[src/rtl/cla_adder_pkg.sv]
// Shared constants for the registered carry-lookahead adder.
// The adder is built from fixed-size lookahead groups.
package cla_adder_pkg;

  localparam int CLA_DEFAULT_WIDTH = 8;
  localparam int CLA_GROUP_SIZE    = 4;

endpackage : cla_adder_pkg

[src/rtl/cla_4bit.sv]
// One 4-bit lookahead group: two-level carries from the group carry-in,
// plus group generate/propagate for the second lookahead level.
module cla_4bit (
  input  logic [3:0] a,
  input  logic [3:0] b,
  input  logic       cin,
  output logic [3:0] sum,
  output logic       gg,
  output logic       gp
);

  logic [3:0] w_g;
  logic [3:0] w_p;
  logic [3:0] w_c;

  assign w_g = a & b;
  assign w_p = a ^ b;

  // Each carry is a flat sum-of-products of g/p and cin, with no chaining through lower carries.
  assign w_c[0] = cin;
  assign w_c[1] = w_g[0] | (w_p[0] & cin);
  assign w_c[2] = w_g[1] | (w_p[1] & w_g[0]) | (w_p[1] & w_p[0] & cin);
  assign w_c[3] = w_g[2] | (w_p[2] & w_g[1]) | (w_p[2] & w_p[1] & w_g[0])
                | (w_p[2] & w_p[1] & w_p[0] & cin);

  assign sum = w_p ^ w_c;

  assign gg = w_g[3] | (w_p[3] & w_g[2]) | (w_p[3] & w_p[2] & w_g[1])
            | (w_p[3] & w_p[2] & w_p[1] & w_g[0]);
  assign gp = &w_p;

endmodule : cla_4bit

[src/rtl/cla_adder.sv]
// WIDTH-bit two-level carry-lookahead adder with registered Sum/Cout.
// Operands are used combinationally; only the result is flopped (1-cycle latency).
module cla_adder
  import cla_adder_pkg::*;
#(
  parameter int WIDTH = CLA_DEFAULT_WIDTH
) (
  input  logic             clk,
  input  logic             rst,
  input  logic [WIDTH-1:0] A,
  input  logic [WIDTH-1:0] B,
  input  logic             Cin,
  output logic [WIDTH-1:0] Sum,
  output logic             Cout
);

  localparam int NG = WIDTH / CLA_GROUP_SIZE;

  logic [NG-1:0]    w_gg;
  logic [NG-1:0]    w_gp;
  logic [NG:0]      w_gcin;
  logic [WIDTH-1:0] w_sum;

  logic [WIDTH-1:0] r_sum;
  logic             r_cout;

  genvar gi;
  for (gi = 0; gi < NG; gi++) begin : g_group
    cla_4bit u_grp (
      .a   (A[gi*CLA_GROUP_SIZE +: CLA_GROUP_SIZE]),
      .b   (B[gi*CLA_GROUP_SIZE +: CLA_GROUP_SIZE]),
      .cin (w_gcin[gi]),
      .sum (w_sum[gi*CLA_GROUP_SIZE +: CLA_GROUP_SIZE]),
      .gg  (w_gg[gi]),
      .gp  (w_gp[gi])
    );
  end

  // Second level: every group carry-in is an independent product-of-terms over
  // GG/GP and Cin, so no group waits on the carry of the group below it.
  always_comb begin
    logic v_prod;
    logic v_c;
    w_gcin    = '0;
    w_gcin[0] = Cin;
    for (int k = 1; k <= NG; k++) begin
      v_prod = Cin;
      for (int m = 0; m < k; m++) begin
        v_prod = v_prod & w_gp[m];
      end
      v_c = v_prod;
      for (int j = 0; j < k; j++) begin
        v_prod = w_gg[j];
        for (int m = j + 1; m < k; m++) begin
          v_prod = v_prod & w_gp[m];
        end
        v_c = v_c | v_prod;
      end
      w_gcin[k] = v_c;
    end
  end

  always_ff @(posedge clk) begin
    if (rst) begin
      r_sum  <= '0;
      r_cout <= 1'b0;
    end else begin
      r_sum  <= w_sum;
      r_cout <= w_gcin[NG];
    end
  end

  assign Sum  = r_sum;
  assign Cout = r_cout;

endmodule : cla_adder

[config.mk]
export PLATFORM = sky130hd
export DESIGN_NAME = cla_adder
export DESIGN_NICKNAME = d
export VERILOG_FILES = /design/src/rtl/cla_adder_pkg.sv /design/src/rtl/cla_4bit.sv /design/src/rtl/cla_adder.sv
export SDC_FILE = /design/constraint.sdc
export NUM_CORES = 1
export LEC_CHECK = 0
export ABC_AREA = 1
export BUFFER_PORTS_ARGS = -buffer_cell sky130_fd_sc_hd__buf_2
export CAP_MARGIN = 20
export CELL_PAD_IN_SITES_DETAIL_PLACEMENT = 0
export CELL_PAD_IN_SITES_GLOBAL_PLACEMENT = 2
export CORE_UTILIZATION = 21
export CTS_CLUSTER_SIZE = 14
export DETAILED_ROUTE_END_ITERATION = 10
export PLACE_DENSITY = 0.77
export RECOVER_POWER = 25
export SYNTH_ARGS = -nofsm -noshare
export SYNTH_HDL_FRONTEND = slang
export SYNTH_SLANG_ARGS = --single-unit
[constraint.sdc]
create_clock -name clk -period 1.7 [get_ports clk]
set_input_delay 0.34 -clock clk [delete_from_list [all_inputs] [get_ports clk]]
set_output_delay 0.34 -clock clk [all_outputs]
set_load 0.02 [all_outputs]
==> flow_summary_export.csv <==
group,metric,value,unit
grt,grt_antenna_before_repair,0,
floorplanning,num_rows,19,
grt,grt_first_pass_wirelength,2300,µm
detailed_routing,drc,6,
synth,syn_area_per_cell,7.52,µm²
cts,cts.hold.buffers_added,0,
critical_path,end_kind,"flip-flop",
floorplanning,start_util,22.5,%
critical_path,crit_start,"A[3]",
synth,ys_ff_latch,9,
floorplanning,pin_count,28,
floorplanning,die_height,56.9,µm
cts,clockBufferDepth,2,
synth,async_flop_share,0,%
detailed_routing,first_iter_violations,13,
power_and_ir_drop,leakage,0.487,nW
flow_run,maxCapViolations,0,
grt,grt_max_degree,7,
critical_path,crit_end,"Sum[5]",
power_and_ir_drop,total_power,645,µW
power_and_ir_drop,swShare,32.9,%
critical_path,path_class,"in -> reg",
placed_design,gp_congestion,0.774,
finish,drive_above_1_share,36.1,%
sta,fin_crit_sh,90.1,%
power_and_ir_drop,p_int,433,µW
cts,htree_levels,1,
synth,ys_seq_area_share,28.5,%
run_status,status,"complete, but fails checks",
cts,cts_root_buf,"clkbuf_4",
sta,period_minus_slack,1.53,ns
critical_path,required,1.84,ns
grt,track_usage,9.37,%
critical_path,startpoint_type,"primary input",
synth,ys_types,19,
sta,fin_setup_tns,0,ns
sta,relSlewSlack,81.0,%
power_and_ir_drop,p_sw,213,µW
detailed_routing,wire_per_inst,8.54,µm
sta,rsz0062_at_grt,"no",
detailed_routing,drt_pre_antenna_iters,7,
power_and_ir_drop,peakVddDrop,0.164,mV
floorplanning,die_x,56.9,µm
finish,num_antenna_cells,0,
grt,gr-total-overflow,0,
placed_design,placed_cell_area,858,µm²
power_and_ir_drop,powerDensity,733,nW/µm²
cts,clk_pin_slew,0.06,ns
synth,syn_inst,84,
cts,cts_tree,"yes",
critical_path,cpPeakStageDelay,0.38,ns
finish,multiInputGateArea,392,µm²
sta,fmax,653,MHz
placed_design,port_buffers,27,
synth,synth_area,632,µm²
critical_path,crit_path_cell_trace,"buf_2, ha_1, a21oi_1, nand2_2, fa_1, xnor2_1, nor2_1",
critical_path,cp_max_fo,3,
sta,maxSlewViolCount,0,
critical_path,crit_slowest_cell,"fa_1",
synth,synth_nets,113,
finish,nets,152,
sta,setup_viol,0,
critical_path,cp_data_arrival_time,1.68,ns
sta,final_hold_viol_count,0,
sta,max_slew.worst_pin.slew,0.285,ns
sta,holdWs,0.320,ns
cts,postCtsSetupRepairBufs,0,
floorplanning,die-area,3230,µm²
detailed_routing,ant_nets,0,
detailed_routing,vias,625,
detailed_routing,drt-total-wl,1310,µm
cts,cts.sinks,9,
finish,fin_area,881,µm²
floorplanning,core,2810,µm²
detailed_routing,via_per_inst,4.08,
placed_design,place_inst,149,
power_and_ir_drop,power_frac_clock,24.4,%
finish,fill_cells,325,
placed_design,dpl.hpwl,1160,µm
worst_hold_path,hold_class,"in -> reg",
synth,synth_warnings,0,
grt,grt_pass1_vias,590,
synth,ys.flop_type,"dfxtp_1",
cts,cts_inserted_buffers,3,
finish,seq_area,180,µm²
power_and_ir_drop,power_frac_seq,37.4,%
cts,cts_resized,0,
power_and_ir_drop,combPwrFrac,38.2,%
finish,fin_cells,153,
finish,area.growth.synth_to_final,39.4,%
synth,synth_edf_count,0,
run_status,violations,"design-rule violations",
-- worst min-delay path by stage --
stage	startpoint	endpoint	slack, ns	cells after the start
final	rst	Sum[4]	0.32	2
after global routing	rst	Sum[4]	0.32	2
after CTS	rst	Sum[4]	0.31	2
after detailed placement	rst	Sum[4]	0.59	2
after global placement	rst	Sum[5]	0.59	2
after floorplan	rst	Sum[0]	0.41	1
-- power groups by stage --
stage | Sequential [mW] | Clock (mW) | Combinational [mW]
6_report | 0.241 | 0.158 | 0.247
5_1_grt | 0.243 | 0.184 | 0.281
4_1_cts | 0.241 | 0.166 | 0.252
3_5_place_dp | 0.246 | 0 | 0.251
3_3_place_gp | 0.245 | 0 | 0.249
2_1_floorplan | 0.280 | 0 | 0.121
-- state kept, by name, indices dropped and copies added, names as in the netlist --
signal and count:
Cout 1, Sum 8
-- stage by stage --
stage               setup slack [ns]  util, %
finish                         0.169     31.4
global route                  0.0888     31.4
CTS                            0.164     31.5
detailed placement            -0.108     30.6
global placement             -0.0537     30.6
floorplan                     0.0735        -
-- cell usage in the layout (no fill, tap or decap), drive strengths merged --
cell,n
nand2,15
a21oi,10
buf,31
o21ai,1
o21bai,1
and2,1
xnor2,1
nor2,10
o211ai,1
nor3,1
fa,2
inv,16
ha,8
xor2,1
nand3,7
clkbuf,7
dfxtp,9
-- worst max-delay path: cells and delay by family --
| family | cells | cell delay, ns |
|---|---|---|
| AO/OA/AOI/OAI | 1 | 0.22 |
| adder cells (fa/ha/maj) | 2 | 0.70 |
| XOR/XNOR | 1 | 0.17 |
| AND/OR/NAND/NOR | 2 | 0.15 |
| buffers and inverters | 1 | 0.10 |
-- cells by family (layout without fill, tap and decap cells) --
family	Yosys count	in the layout	share of synthesized area, %
and+or+nand+nor	34	34	25.3
buffers and inverters	16	54	9.51
DFF	9	9	28.5
xor gates and xnor gates	2	2	2.77
adders and majority gates	10	10	22.2
AOI/OAI and AO/OA	13	13	11.7
-- synth_stat cells (all sizes together) (2+ instances only) --
cell | number | area share (%)
inv | 16 | 9.5
nand3 | 7 | 7.1
nand2 | 15 | 10
nor2 | 10 | 5.9
a21oi | 10 | 8.5
ha | 8 | 16
fa | 2 | 6.3
dfxtp | 9 | 29
-- per-layer routing --
layer / vias to the layer above / wire, µm / global-route usage, %
met5: - / 0 / 0
met3: 2 / 66 / 1.38
met4: 0 / 29 / 7.32
li1: 343 / - / -
met2: 15 / 586 / 15.3
met1: 265 / 625 / 10.9
-- cell type report --
class | count | share of cell area (%)
Tap cell | 31 | 4.40
Sequential cell | 9 | 20.5
Inverter | 16 | 6.82
Multi-Input combinational cell | 59 | 44.5
Clock buffer | 4 | 2.98
Timing Repair Buffer | 34 | 20.9
(Power assumes the default switching activity.)
